<file path="src/rtl/serial_adder_pkg.sv">
// serial_adder_pkg
//   Shared definitions for the bit-serial adder: FSM state encoding and
//   the default operand width.
package serial_adder_pkg;

   localparam int unsigned N_DEFAULT = 8;

   typedef enum logic [1:0] {
      ST_IDLE = 2'd0,
      ST_RUN  = 2'd1,
      ST_DONE = 2'd2
   } state_e;

endpackage : serial_adder_pkg

</file>
<file path="src/rtl/adder_1.sv">
// adder_1
//   Single-bit full adder; the only arithmetic element on the serial
//   adder datapath.
//   Ports:
//     a, b   : operand bits
//     c_in   : carry in
//     sum    : a ^ b ^ c_in
//     c_out  : carry out
module adder_1 (
   input  logic a,
   input  logic b,
   input  logic c_in,
   output logic sum,
   output logic c_out
);

   logic p;

   always_comb begin
      p     = a ^ b;
      sum   = p ^ c_in;
      c_out = (a & b) | (c_in & p);
   end

endmodule : adder_1

</file>
<file path="src/rtl/serial_adder.sv">
// serial_adder
//   Bit-serial N-bit adder. Operands are accepted in IDLE, summed LSB first
//   through one full adder over N RUN cycles, and the result is held in DONE
//   until the consumer accepts it. The last result stays on the outputs
//   through the following IDLE.
//   Ports:
//     clk, rst_n          : clock, async active-low reset
//     in_valid / in_ready : operand handshake (in_ready high only in IDLE)
//     a, b, c_in          : operands and carry into bit 0
//     out_valid/out_ready : result handshake (out_valid high only in DONE)
//     sum                 : low N bits of a + b + c_in
//     c_out               : carry out of bit N-1
//     overflow            : carry into bit N-1 XOR carry out of bit N-1
module serial_adder
   import serial_adder_pkg::*;
#(
   parameter int unsigned N = N_DEFAULT
) (
   input  logic         clk,
   input  logic         rst_n,
   input  logic         in_valid,
   output logic         in_ready,
   input  logic [N-1:0] a,
   input  logic [N-1:0] b,
   input  logic         c_in,
   output logic         out_valid,
   input  logic         out_ready,
   output logic [N-1:0] sum,
   output logic         c_out,
   output logic         overflow
);

   localparam int unsigned   CW   = $clog2(N);
   localparam logic [CW-1:0] LAST = CW'(N - 1);

   state_e        state_q, state_d;
   logic [N-1:0]  a_sr_q, a_sr_d;
   logic [N-1:0]  b_sr_q, b_sr_d;
   logic [N-1:0]  sum_q, sum_d;
   logic          carry_q, carry_d;
   logic [CW-1:0] cnt_q, cnt_d;
   logic          cmsb_q, cmsb_d;
   logic          c_out_q, c_out_d;

   logic          fa_sum;
   logic          fa_cout;

   adder_1 u_adder_1 (
      .a     (a_sr_q[0]),
      .b     (b_sr_q[0]),
      .c_in  (carry_q),
      .sum   (fa_sum),
      .c_out (fa_cout)
   );

   always_comb begin
      state_d = state_q;
      a_sr_d  = a_sr_q;
      b_sr_d  = b_sr_q;
      sum_d   = sum_q;
      carry_d = carry_q;
      cnt_d   = cnt_q;
      cmsb_d  = cmsb_q;
      c_out_d = c_out_q;

      case (state_q)
         ST_IDLE: begin
            if (in_valid) begin
               a_sr_d  = a;
               b_sr_d  = b;
               carry_d = c_in;
               cnt_d   = '0;
               state_d = ST_RUN;
            end
         end

         ST_RUN: begin
            // Sum bits enter at the MSB end so that after N shifts bit 0
            // of the result has reached sum_q[0].
            sum_d   = {fa_sum, sum_q[N-1:1]};
            a_sr_d  = {1'b0, a_sr_q[N-1:1]};
            b_sr_d  = {1'b0, b_sr_q[N-1:1]};
            carry_d = fa_cout;
            if (cnt_q == LAST) begin
               // carry_q here is the carry into the MSB; fa_cout the carry out.
               cmsb_d  = carry_q;
               c_out_d = fa_cout;
               state_d = ST_DONE;
            end else begin
               cnt_d = cnt_q + CW'(1);
            end
         end

         ST_DONE: begin
            if (out_ready) begin
               state_d = ST_IDLE;
            end
         end

         default: state_d = ST_IDLE;
      endcase
   end

   always_ff @(posedge clk or negedge rst_n) begin
      if (!rst_n) begin
         state_q <= ST_IDLE;
         a_sr_q  <= '0;
         b_sr_q  <= '0;
         sum_q   <= '0;
         carry_q <= 1'b0;
         cnt_q   <= '0;
         cmsb_q  <= 1'b0;
         c_out_q <= 1'b0;
      end else begin
         state_q <= state_d;
         a_sr_q  <= a_sr_d;
         b_sr_q  <= b_sr_d;
         sum_q   <= sum_d;
         carry_q <= carry_d;
         cnt_q   <= cnt_d;
         cmsb_q  <= cmsb_d;
         c_out_q <= c_out_d;
      end
   end

   always_comb begin
      in_ready  = (state_q == ST_IDLE);
      out_valid = (state_q == ST_DONE);
      sum       = sum_q;
      c_out     = c_out_q;
      overflow  = cmsb_q ^ c_out_q;
   end

endmodule : serial_adder

</file>
<file path="config.mk">
export PLATFORM = sky130hd
export DESIGN_NAME = serial_adder
export DESIGN_NICKNAME = d
export VERILOG_FILES = /design/src/rtl/serial_adder_pkg.sv /design/src/rtl/adder_1.sv /design/src/rtl/serial_adder.sv
export SDC_FILE = /design/constraint.sdc
export NUM_CORES = 1
export LEC_CHECK = 0
export BUFFER_PORTS_ARGS = -buffer_cell sky130_fd_sc_hd__buf_2
export CAP_MARGIN = 20
export CORE_ASPECT_RATIO = 1.75
export CORE_MARGIN = 1
export CORE_UTILIZATION = 57
export DETAILED_ROUTE_END_ITERATION = 10
export GPL_ROUTABILITY_DRIVEN = 1
export GPL_TIMING_DRIVEN = 0
export PLACE_DENSITY = 0.85
export SLEW_MARGIN = 30
export SYNTH_ARGS = -nofsm -noshare
export SYNTH_HDL_FRONTEND = slang
export SYNTH_SLANG_ARGS = --single-unit
</file>
<file path="constraint.sdc">
create_clock -name clk -period 4 [get_ports clk]
set_input_delay 0.8 -clock clk [delete_from_list [all_inputs] [get_ports clk]]
set_output_delay 0.8 -clock clk [all_outputs]
set_load 0.02 [all_outputs]
</file>
# Word-level counts from Yosys, hierarchy flattened
# Index checks and enable logic that the tools add are counted.
[word_totals]
out_inout_bits = 12
ff_bits = 32
inputBits = 21
[classes]
n_reduce_logical = 6
addsub = 1
bitwise = 6
n_mux = 13
n_eq_ne = 7
[ops]
columns = ["operator", "n"]
rows = [
  ["8-bit case mux with 2 select lines", 2],
  ["8-bit 2-to-1 mux", 2],
  ["2-bit 2-to-1 mux", 3],
  ["3-bit 2-to-1 mux", 2],
  ["2-bit inequality test, second input constant", 3],
  ["2-bit case mux with 3 select lines", 1],
  ["3-bit case mux with 2 select lines", 1],
  ["3-bit AND reduction", 2],
  ["2-bit AND reduction", 2],
  ["3-bit by 1-bit adder with 3-bit output, second input constant", 1],
  ["3-bit == test, second input constant", 1],
  ["1-bit XOR", 3],
  ["1-bit AND", 2],
  ["2-bit by 1-bit == test with 1-bit output, second input constant", 1],
  ["2-bit == test, second input constant", 1],
  ["2-bit logical NOT", 1],
  ["2-bit by 1-bit inequality test with 1-bit output, second input constant", 1],
  ["1-bit case mux with 2 select lines", 1],
  ["2-bit nonzero test", 1],
  ["1-bit 2-to-1 mux", 1],
  ["1-bit OR", 1],
]

# Longest topological paths before layout
[logic_depth]
ltp_word = 4
ltp_mapped = 5
depth_no_buf = 4

# Hierarchy
# A second synthesis with hierarchy kept.
[unflattened]
hier_cells = 138
area_unflattened_um2 = 1592.8
[by_module_without_submodules]
columns = ["module", "seq_area_each_um2", "area_each_um2", "n_inst", "cells_per_inst"]
rows = [
  ["serial_adder", 800.8, 1572.8, 1, 137],
  ["adder_1", 0.0, 20.0, 1, 1],
]

# Worst setup path after synthesis
# OpenSTA, ideal clock, no wires.
[synth_timing]
path_type = "reg-to-output"
startpoint = "reg state_q[1]"
endpoint = "out in_ready"
t_required_ns = 3.200
path_stages_with_launch = 4
setup_slack_ns = 2.168
arrival_time_ns = 1.032
cell_sequence = "dfrtp_1 buf_2 buf_2 nor2_1"
[synth_via]
elab_chain_cells = 1
[synth_rtl]
columns = ["element", "line", "source"]
rows = [
  ["from (decl)", "serial_adder.sv:36", "state_e state_q, state_d;"],
  ["from (signal assigned)", "serial_adder.sv:115", "state_q <= state_d;"],
  ["2-bit logical NOT", "serial_adder.sv:127", "in_ready = (state_q == ST_IDLE);"],
  ["to (decl)", "serial_adder.sv:22", "output logic in_ready,"],
]
# No other way between the ends.

# Final worst setup path
# Ends and elaborated chain as after synthesis.

==> summary.md <==
| Metric | Value |
|---|---|
| Result of the run | finished, final reports clean |
| Endpoint kind of the worst setup timing path | output pin |
| Unrepaired setup endpoints after global routing | false |
| Antenna violations before repair | 0 |
| Net Count, Synth | 154 |
| Worst Setup Path Type | flip-flop to output pin |
| Leading cell types by total area after synthesis | dfrtp_1, mux2_2, o221a_2 |
| Post-CTS setup buffers | 0 |
| Clock Tree Root | clkbuf_8 |
| Placement Cell Area | 1767 um2 |
| Accumulated negative setup slack | 0 ps |
| Crit Path Max Fanout | 10 |
| Antenna Nets Post-Route | 0 |
| Top cell type by total area after synthesis | dfrtp_1 |
| Crit path from | state_q[1]$_DFFE_PN0P_ |
| Final HPWL DP | 2335 um |
| Required arrival time at the worst endpoint | 3200 ps |
| Flip-flop and latch area | 800.8 um2 |
| Core area | 2552 um2 |
| Count of final max-slew check failures | 0 |
| H-tree level count | 2 |
| Area of the mapped netlist | 1574 um2 |
| TritonCTS buffer count | 5 |
| Post-synthesis cell count | 130 |
| Total global routing track utilization | 25.18% |
| Number of enable-type register cells in the synthesized netlist | 0 |
| Hold Crit Depth | 1 |
| Width of the chip | 41.73 um |
| CTS tree | yes |
| Resized Gates After CTS | 0 |
| Worst-Skew Late Latency | 280 ps |
| Die height | 71.52 um |
| First-pass GRT wire length | 5595 um |
| Final #Nets | 193 |
| Share of the synthesized area in the top cell type | 50.87% |
| Detail-routed net length per standard cell | 16.20 um |
| Per-instance average area after synthesis | 12.11 um2 |
| Multi-input gate area in the final layout | 665.6 um2 |
| Fin cells | 195 |
| Crit path time final | 2229 ps |
| Leakage dissipation | 0.0008528 uW |
| Area growth from synthesis to layout | 18.36% |
| Total via count in the routed design | 1,187 |
| Layout filler cell count | 185 |
| Netlist cell types | 29 |
| Port Buf Inserts | 32 |
| Maximum buffer depth of the clock tree | 2 |
| Most frequently used cell type in the post-synthesis netlist | dfrtp_1 |
| Worst hold path type | flip-flop to flip-flop |
| Max_slew headroom | 52.85% |
| Critical path destination | in_ready |
| Worst Path Arrival | 1430 ps |
| TritonCTS sink count | 32 |
| Startpoint class of the critical path | flip-flop |
| Tightest Pin Transition | 707.2 ps |
| Worst flop-to-flop path startpoint | cnt_q[0]$_DFFE_PN0P_ |
| Number of design rule violations left after detail routing | 0 |
| Yosys warning total | 0 |
| Worst R2R Setup Slack | 2480 ps |
| Fraction of final layout cells with drive strength greater than 1 | 37.87% |
| Cell Pwr Density | 803.1 nW/um2 |
| FF-to-FF path depth | 4 |
| Reg-to-Reg End | c_out$_DFFE_PN0P_ |
| Placed cells | 188 |
| Ports placed on the boundary | 33 |
| Reg clk slew, reported paths | 60 ps |
| Power, Total | 1496 uW |
| Starting utilization of the core area | 61.67% |
| Maximum number of pins on one net before global-route repair | 33 |
| Violation count after the first detailed-routing iteration | 45 |
| Via density | 6.087 |
| Ys async rst share | 100.0% |
| Number of buffers inserted by hold repair at cts | 0 |
| Flip-flop cell with the highest count after synthesis | dfrtp_1 |
| Post-route clock skew | 2.734 ps |
| Max Fclk | 448.7 MHz |
| Number of iterations in the first detailed-routing pass | 4 |
| Standard-cell row count | 24 |
| Max-capacitance violation count | 0 |
| Number of failing hold endpoints at the final stage | 0 |
| Diodes inserted | 0 |
| Share of the core filled with cells | 72.99% |
| Fin crit share | 55.72% |
| Via count of the first global-routing pass | 1,219 |
| Total gr overflow | 0 |
| Total routed wirelength | 3159 um |
| Setup violations, final | 0 |
| Post-synthesis sequential area ratio | 50.87% |
| Final instance area | 1863 um2 |
| IR drop worst, VDD | 405.0 uV |
| RePlAce Congestion | 0.7676 |
| Synthesis-stage register bit count | 32 |
| Total Die Area | 2984 um2 |
| Cell types with the highest counts after synthesis | dfrtp_1, inv_1 |
-- state kept, by name, indices dropped and copies added, names as in the netlist --
name     count
a_sr_q       8
b_sr_q       8
sum          8
cnt_q        3
state_q      2
c_out        1
carry_q      1
cmsb_q       1
-- where the power goes --
group	total (uW)	switching (uW)	leakage (uW)	internal (uW)
clock	263	110	0.0000503	153
combinational	653	337	0.000428	316
sequential	580	99.7	0.000374	480
-- cell usage in the layout (no fill, tap or decap), types with 2 or more instances in the layout --
cell and count:
nand2_1 2, inv_1 11, nand2b_1 5, ha_1 2, clkbuf_8 7, o221a_2 8, clkbuf_1 5, nor3b_1 8
o221ai_1 3, mux2_2 8, nor4b_1 7, buf_6 2, or4b_1 8, nand3_1 3, a211oi_1 7, dfrtp_1 32
mux2_1 2, buf_2 37
-- cells by family after synthesis --
group,count (synthesis),synth area share [%]
buffers and inverters,23,6.836
xor gates and xnor gates,1,0.5565
DFF,32,50.87
and+or+nand+nor,37,17.73
AOI/OAI and AO/OA,24,13.99
muxes,10,7.154
adders and majority gates,3,2.861
-- worst min path at each step --
stage,from,to,slack (ps)
4_1_cts,b_sr_q[7]$_DFFE_PN0P_,b_sr_q[7]$_DFFE_PN0P_,500
6_report,b_sr_q[7]$_DFFE_PN0P_,b_sr_q[7]$_DFFE_PN0P_,500
3_5_place_dp,b_sr_q[7]$_DFFE_PN0P_,b_sr_q[7]$_DFFE_PN0P_,490
3_3_place_gp,b_sr_q[7]$_DFFE_PN0P_,b_sr_q[7]$_DFFE_PN0P_,480
5_1_grt,b_sr_q[7]$_DFFE_PN0P_,b_sr_q[7]$_DFFE_PN0P_,520
2_1_floorplan,b_sr_q[7]$_DFFE_PN0P_,b_sr_q[7]$_DFFE_PN0P_,470
-- layer usage --
layer  vias to the layer above  routed length [um]  global-route usage (%)
met5                         -                   0                       0
met2                        38                1678                   43.58
li1                        563                   -                       -
met1                       581                1255                   26.90
met4                         0                  72                   14.70
met3                         5                 152                   6.801
-- layout make-up --
| type | instances | share of cell area [%] |
|---|---|---|
| sequential | 32 | 42.98 |
| multi-input combinational | 75 | 35.73 |
| timing repair buffer | 32 | 8.596 |
| clock buffer | 7 | 5.171 |
| buffer | 12 | 3.559 |
| inverter | 11 | 2.216 |
| tap | 26 | 1.746 |
-- critical path: stages, from the launching register on --
cell and delay (ps):
dfrtp_1 390, buf_2 170, buf_2 190, nor2_1 190, buf_2 200
-- stage by stage --
stage                     hold slack (ps)  worst slack, ps
final                               499.2             1771
after global routing                518.1             1696
after CTS                           504.2             1770
after detailed placement            489.5             2066
after global placement              482.7             2107
after floorplan                     466.7             2168
No activity file was read; power rests on OpenSTA's default activity.
